==> config.mk <==
export PLATFORM = sky130hd
export DESIGN_NAME = studio2_keypad_matrix
export DESIGN_NICKNAME = d
export VERILOG_FILES = /design/src/rtl/studio2_keypad_matrix.sv
export SDC_FILE = /design/constraint.sdc
export NUM_CORES = 1
export LEC_CHECK = 0
export BUFFER_PORTS_ARGS = -buffer_cell sky130_fd_sc_hd__buf_2
export CAP_MARGIN = 30
export CORE_MARGIN = 4
export CORE_UTILIZATION = 58
export CTS_CLUSTER_DIAMETER = 150
export DETAILED_ROUTE_END_ITERATION = 10
export PLACE_DENSITY = 0.92
export SYNTH_ARGS = -nofsm -noshare
export SYNTH_HDL_FRONTEND = slang
export SYNTH_SLANG_ARGS = --single-unit
export TNS_END_PERCENT = 1
==> constraint.sdc <==
create_clock -name clk -period 5.7 [get_ports clk]
set_input_delay 0.57 -clock clk [delete_from_list [all_inputs] [get_ports clk]]
set_output_delay 0.57 -clock clk [all_outputs]
set_load 0.03 [all_outputs]
==> src/rtl/studio2_keypad_matrix.sv <==
// Multi-pad keypad controller for the Studio II core: PS/2 make/break tracking,
// minimum-hold stretching, key-select latch and per-pad active-low EF outputs.
module studio2_keypad_matrix #(
  parameter int NUM_PADS    = 2,
  parameter int KEYS        = 10,
  parameter int SEL_PORT    = 2,
  parameter int HOLD_CYCLES = 65535,
  parameter int HOLD_W      = 16
) (
  input  logic                   clk,
  input  logic                   resetq,
  input  logic [10:0]            ps2_key,
  input  logic [NUM_PADS*16-1:0] ext_keys,
  input  logic                   io_out,
  input  logic [2:0]             io_n,
  input  logic [7:0]             io_dout,
  output logic [3:0]             key_sel,
  output logic [NUM_PADS-1:0]    ef_n,
  output logic [NUM_PADS*16-1:0] held,
  output logic                   any_key
);

  localparam int HW = NUM_PADS * 16;

  // Returns {valid, pad, key} for a PS/2 scan code.
  function automatic logic [5:0] decode(input logic [7:0] code);
    case (code)
      8'h45: decode = {1'b1, 1'b0, 4'd0};
      8'h16: decode = {1'b1, 1'b0, 4'd1};
      8'h1E: decode = {1'b1, 1'b0, 4'd2};
      8'h26: decode = {1'b1, 1'b0, 4'd3};
      8'h25: decode = {1'b1, 1'b0, 4'd4};
      8'h2E: decode = {1'b1, 1'b0, 4'd5};
      8'h36: decode = {1'b1, 1'b0, 4'd6};
      8'h3D: decode = {1'b1, 1'b0, 4'd7};
      8'h3E: decode = {1'b1, 1'b0, 4'd8};
      8'h46: decode = {1'b1, 1'b0, 4'd9};
      8'h70: decode = {1'b1, 1'b1, 4'd0};
      8'h69: decode = {1'b1, 1'b1, 4'd1};
      8'h72: decode = {1'b1, 1'b1, 4'd2};
      8'h7A: decode = {1'b1, 1'b1, 4'd3};
      8'h6B: decode = {1'b1, 1'b1, 4'd4};
      8'h73: decode = {1'b1, 1'b1, 4'd5};
      8'h74: decode = {1'b1, 1'b1, 4'd6};
      8'h6C: decode = {1'b1, 1'b1, 4'd7};
      8'h75: decode = {1'b1, 1'b1, 4'd8};
      8'h7D: decode = {1'b1, 1'b1, 4'd9};
      default: decode = 6'd0;
    endcase
  endfunction

  logic                             toggle_q, toggle_d;
  logic [HW-1:0]                    raw_q, raw_d;
  logic [HW-1:0]                    latched_q, latched_d;
  logic [NUM_PADS-1:0][HOLD_W-1:0]  hold_cnt_q, hold_cnt_d;
  logic [3:0]                       key_sel_q, key_sel_d;
  logic [HW-1:0]                    held_q, held_d;
  logic [NUM_PADS-1:0]              ef_n_q, ef_n_d;
  logic                             any_key_q, any_key_d;

  logic [5:0]    dec;
  logic          hit;
  logic [HW-1:0] key_mask;

  always_comb begin
    toggle_d   = ps2_key[10];
    dec        = decode(ps2_key[7:0]);
    hit        = (ps2_key[10] != toggle_q) && !ps2_key[8] && dec[5] &&
                 (int'(dec[4]) < NUM_PADS) && (int'(dec[3:0]) < KEYS);
    raw_d      = raw_q;
    latched_d  = latched_q;
    hold_cnt_d = hold_cnt_q;
    key_mask   = '0;

    for (int p = 0; p < NUM_PADS; p++) begin
      if (hold_cnt_q[p] != '0) begin
        hold_cnt_d[p] = hold_cnt_q[p] - 1'b1;
        if (hold_cnt_q[p] == HOLD_W'(1))
          latched_d[p*16 +: 16] = '0;
      end
      for (int k = 0; k < 16; k++)
        key_mask[p*16 + k] = (k < KEYS);
    end

    // A make applied after the expiry clear so the new key survives a same-cycle expiry.
    if (hit) begin
      if (ps2_key[9]) begin
        raw_d[int'(dec[4])*16 + int'(dec[3:0])] = 1'b1;
        if (HOLD_CYCLES != 0)
          latched_d[int'(dec[4])*16 + int'(dec[3:0])] = 1'b1;
        hold_cnt_d[int'(dec[4])] = HOLD_W'(HOLD_CYCLES);
      end else begin
        raw_d[int'(dec[4])*16 + int'(dec[3:0])] = 1'b0;
      end
    end

    held_d = (raw_q | latched_q | ext_keys) & key_mask;

    key_sel_d = key_sel_q;
    if (io_out && (io_n == 3'(SEL_PORT)))
      key_sel_d = io_dout[3:0];

    for (int p = 0; p < NUM_PADS; p++)
      ef_n_d[p] = ~held_q[p*16 + int'(key_sel_q)];
    any_key_d = |held_q;
  end

  always_ff @(posedge clk) begin
    if (!resetq) begin
      toggle_q   <= ps2_key[10];
      raw_q      <= '0;
      latched_q  <= '0;
      hold_cnt_q <= '0;
      key_sel_q  <= '0;
      held_q     <= '0;
      ef_n_q     <= '1;
      any_key_q  <= 1'b0;
    end else begin
      toggle_q   <= toggle_d;
      raw_q      <= raw_d;
      latched_q  <= latched_d;
      hold_cnt_q <= hold_cnt_d;
      key_sel_q  <= key_sel_d;
      held_q     <= held_d;
      ef_n_q     <= ef_n_d;
      any_key_q  <= any_key_d;
    end
  end

  assign key_sel = key_sel_q;
  assign ef_n    = ef_n_q;
  assign held    = held_q;
  assign any_key = any_key_q;

endmodule

# == Word level (Yosys, flattened, before mapping) ==
# Cells that the tools add are included.
# totals
reg_bits,136
in_bits,57
output_inout_bits,39
elab_cells,85
# op_classes
add_sub_neg,4
n_lt_le_gt_ge,7
n_eq_ne,24
muxes,21
bitwise,9
n_reduce_logical,10
# op_table
cell,count
$mux 32,5
$pmux 6 s20,1
$mux 16,7
$eq 8x7->1 const B,12
$or 32x32->32,3
$or 26x26->26,2
$eq 8x6->1 const B,6
$and 32x32->32,1
$eq 16x1->1 const B,2
$not 32->32,1
$reduce_bool 16->1,2
$reduce_or 32->1,1
$sub 16x1->16 const B,2
$demux 16 s1,1
$eq 8x5->1 const B,2
$lt 6x6->1 const B,2
$add 5x4->6,1
$add 5x4->6 const A,1
$ge 6x1->1 const B,1
$logic_and 1x1->1,6
$lt 4x6->1 const B,1
$bmux 1 s5,1
$demux 1 s5,1
$bmux 1 s4,1
other kinds (8),12

# == Depth between registers and ports, before layout ==
# depth
ltp_word,10
mapped_depth,8
mapped_depth_nobuf,7

# == Worst setup path after synthesis ==
# No wires, ideal clock.
# synth_timing
kind,input-to-reg
from,input ps2_key[5]
to,register hold_cnt_q[4] (netlist name)
setup_time_ps,71
t_arrival_ps,2432
t_required_ps,5629
setup_slack_ps,3198
path_stages,7
path_buffers,2
cell_sequence,clkbuf_1 -> nor4b_1 -> nand2_1 -> and3_1 -> a21oi_1 -> clkbuf_1 -> o21bai_1
# synth_via
elab_chain_len,9
word_cells_on_any_way,32
classes_between,order compare (3); eq/ne (20); mux (5); bitwise (1); reduce/logical (3)
# synth_rtl
item,line_no,rtl
start: declaration,12,"input logic [10:0] ps2_key,"
"$eq 8x7->1, or another cell as far along",27,case (code)
$pmux 6 s20 (*),27,
$lt 1x2->1 (implied by the code) or $ge 1x1->1 (tied branches),91,hold_cnt_d[int'(dec[4])] = HOLD_W'(HOLD_CYCLES);
$logic_and 1x1->1 (implied by the code),91,
$mux 16 (implied by the code),91,
$demux 16 s1,91,
$or 32x32->32 (no source line),-,
$mux 32,87,if (ps2_key[9]) begin
$mux 32 (*),86,if (hit) begin
end signal: assignment,122,hold_cnt_q <= hold_cnt_d;
end: declaration,55,"logic [NUM_PADS-1:0][HOLD_W-1:0] hold_cnt_q, hold_cnt_d;"
# Mark *: on every way between the ends. The rest lies on a longest branch, timed or not.
# A chain may end at the register's enable or synchronous reset.

# == Worst setup path in the final report ==
# layout_timing
from,register toggle_q
to,register hold_cnt_q[4] (netlist name)
# layout_via
elab_chain_len,5
# layout_rtl
item,line_no,rtl
start: declaration,52,"logic toggle_q, toggle_d;"
start signal: assignment,110,toggle_q <= ps2_key[10];
start signal: assignment,119,toggle_q <= toggle_d;
$ne 1x1->1,68,hit = (ps2_key[10] != toggle_q) && !ps2_key[8] && dec[5] &&
$logic_and 1x1->1 (2 in a row),68,
$logic_and 1x1->1,69,(int'(dec[4]) < NUM_PADS) && (int'(dec[3:0]) < KEYS);
$mux 32,86,
# Every way passes these cells.

==> reports/results.md <==
| Step | Item | Reported |
|:---|:---|:---|
| final layout | Count of antenna diodes in the layout | 0 |
| critical path | Most repeated library cell on the critical path | buf_4 |
| critical path | Largest stage delay on the critical path | 690 ps |
| route | Drt total wl | 11.4 mm |
| sta | Final number of setup-violating endpoints | 0 |
| route | Amount of wire on met3 after detailed routing | 671 um |
| yosys | Number of enable flip-flop cells after synthesis | 0 |
| die | DIE WIDTH | 98.2 um |
| clocking | Number of setup buffers added after CTS | 0 |
| route | Via count of the routed design | 4158 |
| route | Starting DRT DRC Count | 249 |
| sta | Rel. slew slack | 36.3% |
| sta | Crit share post-route | 44.6% |
| die | Floorplan die height | 98.2 um |
| final layout | Synthesis-to-finish area growth | 11.7% |
| route | DR vias/cell | 6.02 |
| critical path | Kind of start point of the critical path | register |
| sta | Max Slew Vio Count | 0 |
| die | Initial cell density of the core | 60.4% |
| grt | Global Route Usage Sum | 23.9% |
| yosys | Top-area cell type share of the netlist area | 42.4% |
| critical path | Slowest stage cell on the critical path | a21oi_1 |
| grt | First-pass GRT wire length | 19.0 mm |
| critical path | Setup crit end kind | register |
| route | Wire length on met1 | 5.03 mm |
| yosys | Yosys warning count | 0 |
| power and ir drop | Total power density per cell area | 429 mW/mm^2 |
| yosys | Commonest cells post-synth | 100 x dfxtp_1, 51 x nor2_1, 37 x nand2_1 |
| final layout | Register cell area after layout | 0.00200 sq mm |
| final layout | Number of nets at the end of the flow | 647 |
| die | Number of I/O pins | 96 |
| power and ir drop | Peak ir drop on the vdd network | 0.000228 V |
| yosys | Gate count of the mapped netlist | 533 |
| route | Top layer reached by signal wires | met4 |
| hold path | Min-Delay Path Class | in -> reg |
| critical path | Kind of critical path | reg -> reg |
| grt | Vias in the first global route | 3922 |
| clocking | CTS Buf Count | 9 |
| yosys | Netlist area before placement | 0.00472 sq mm |
| route | DRT Pass-1 Iters | 4 |
| sta | Max Fclk | 0.393 GHz |
| die | Cell row count | 32 |
| die | Die area | 0.00964 sq mm |
| die | Core box area | 0.00781 sq mm |
| clocking | Max Buffers Root-to-Sink | 2 |
| yosys | Avg Cell Area, Syn | 8.85 sq um |
| grt | Pin count of the biggest net entering global routing | 63 |
| sta | Maximum clock skew at final layout | 12.5 ps |
| route | Routed len/inst | 16.5 um |
| grt | Sum of overflow across all layers after global routing | 0 |
| critical path | Arrival time at the worst endpoint | 2850 ps |
| final layout | Post-route standard cell area excluding fillers | 0.00527 sq mm |
| yosys | Share of flip-flops with an asynchronous set or reset after synthesis | 0% |
| clocking | Total of cells resized after clock tree synthesis | 0 |
| yosys | Biggest area consumer among synthesized cells | dfxtp_1 |
| clocking | Hold buffer count at CTS | 0 |
| final layout | Multi-input gate area in the final layout | 0.00250 sq mm |
| yosys | Number of distinct standard cells referenced by the synthesized netlist | 57 |
| final layout | Number of fill cells in the layout | 634 |
| critical path | Chain of cells forming the critical path | xor2_1, nor2b_1, buf_4, nand3_1, a21oi_1, buf_4, o21bai_1 |
| sta | Worst Tran Pin Value | 942 ps |
| clocking | Clock input transition at the sequential cells of the worst setup and hold paths | 100 ps |
| route | Post-route antenna net violation count | 0 |
| sta | Min cycle time layout | 2540 ps |
| run | Max Cap Viol | 0 |
| clocking | Htree depth | 3 |
| place | GPL Wtd Cong | 0.948 |
| yosys | Most used flip-flop cell after synthesis | dfxtp_1 |
| clocking | Clk sinks | 100 |
| yosys | Cell with the most instances after synthesis | dfxtp_1 |
| route | Met2 routed wirelength | 5.53 mm |
| critical path | Crit path required time | 6000 ps |
| clocking | Clock latency of the later-clocked register in the worst-skew pair | 380 ps |
| sta | TNS Setup | 0 ps |
| final layout | Fraction of layout cells with a size suffix above 1 | 18.0% |
| sta | Number of endpoints with negative hold slack in the final report | 0 |
| clocking | TritonCTS clock tree | done |
| yosys | Synthesized flop and latch total | 100 |
| yosys | Sequential fraction of the synthesis area | 42.4% |
| place | Placement Cell Area | 0.00504 sq mm |
| grt | Number of antenna violations at the first check in global routing | 0 |
| place | Number of port buffers | 67 |
| route | DRC errors left | 0 |
| power and ir drop | Leakage power summed over all cells | 2.11 nW |
| status | Outcome | finished clean |
| sta | RSZ-0062 raised after global routing | false |
| yosys | Cells taking the most area after synthesis | dfxtp_1 42%, mux2i_1 4.2%, nor2_1 4.1%, xnor2_1 3.9%, nor3_1 3.4% |
| clocking | Clk root buf | clkbuf_8 |
| critical path | Worst-path maximum fanout | 17 |
| place | Dpl hpwl | 8.23 mm |
[layout by cell type, fill, tap and decap left out, types with 5 or more instances in the layout]
cell type	n
nand4_1	19
dfxtp_1	100
clkbuf_8	9
nor4b_1	5
and3_1	5
nor2b_1	8
buf_4	5
nor3_1	32
conb_1	12
o21ai_0	24
nor2_1	51
nor4_1	10
xnor2_1	21
mux2i_1	20
ha_1	6
o2bb2ai_1	6
a21oi_1	27
buf_2	68
a21o_1	16
nand3_1	14
inv_1	7
nand2_1	37
or4_1	5
a31oi_1	8
nand4b_1	5
[final timing paths]
check	from	slack, ps	to	cells past startpoint
worst max-delay path	toggle_q	3160	hold_cnt_q[4]	7
worst min-delay path	ps2_key[10]	310	toggle_q	1
worst max register to register	toggle_q	3160	hold_cnt_q[4]	7
worst min register to register	latched_q[25]	460	latched_q[25]	1
[power breakdown]
part / total (mW) / internal (mW) / leakage (nW) / switching, mW
Clock: 0.520 / 0.255 / 0.110 / 0.265
Sequential: 0.899 / 0.803 / 0.818 / 0.0959
Combinational: 0.844 / 0.376 / 1.18 / 0.468
Total: 2.26 / 1.43 / 2.11 / 0.829
[through the flow]
| stage | hold WS, ps | total power [mW] | std cells | utilization [%] | worst slack (ps) |
|---|---|---|---|---|---|
| 2_1_floorplan | 426 | 1.61 | 544 | - | 3200 |
| 3_3_place_gp | 435 | 1.69 | 671 | 64.2 | 2270 |
| 3_5_place_dp | 444 | 1.75 | 674 | 64.5 | 2880 |
| 4_1_cts | 310 | 2.26 | 690 | 67.5 | 3200 |
| 5_1_grt | 317 | 2.41 | 691 | 67.5 | 2950 |
| 6_report | 313 | 2.26 | 691 | 67.5 | 3160 |
[per-layer routing]
| metal | track usage, % | up-vias |
|---|---|---|
| met5 | 0 | - |
| met4 | 8.30 | 0 |
| met3 | 3.79 | 19 |
| met2 | 38.7 | 124 |
| met1 | 32.4 | 2005 |
| li1 | - | 2010 |
[cell type report]
type	count	share of cell area, %
tap	102	2.42
inverter	8	0.570
clock inverter	7	2.02
timing repair buffer	74	7.26
clock buffer	9	2.35
sequential	100	38.0
multi-input combinational	391	47.4
[critical path: cells and delay by family (launching register included)]
kind / cells / cell delay, ps
AOI/OAI and AO/OA: 2 / 810
buffers and inverters: 2 / 500
and+or+nand+nor: 2 / 650
xor gates and xnor gates: 1 / 180
DFF: 1 / 340
[kinds of logic (layout without fill, tap and decap cells)]
family	after synthesis	in the layout	share of synthesized area, %
AOI/OAI and AO/OA	106	106	14.7
xor gates and xnor gates	25	25	4.64
adders and majority gates	6	6	1.59
buffers and inverters	53	98	5.49
DFF	100	100	42.4
muxes	26	26	6.63
other	1	12	0.0795
and+or+nand+nor	216	216	24.4
Note: power is estimated with default switching activity, not from simulation.
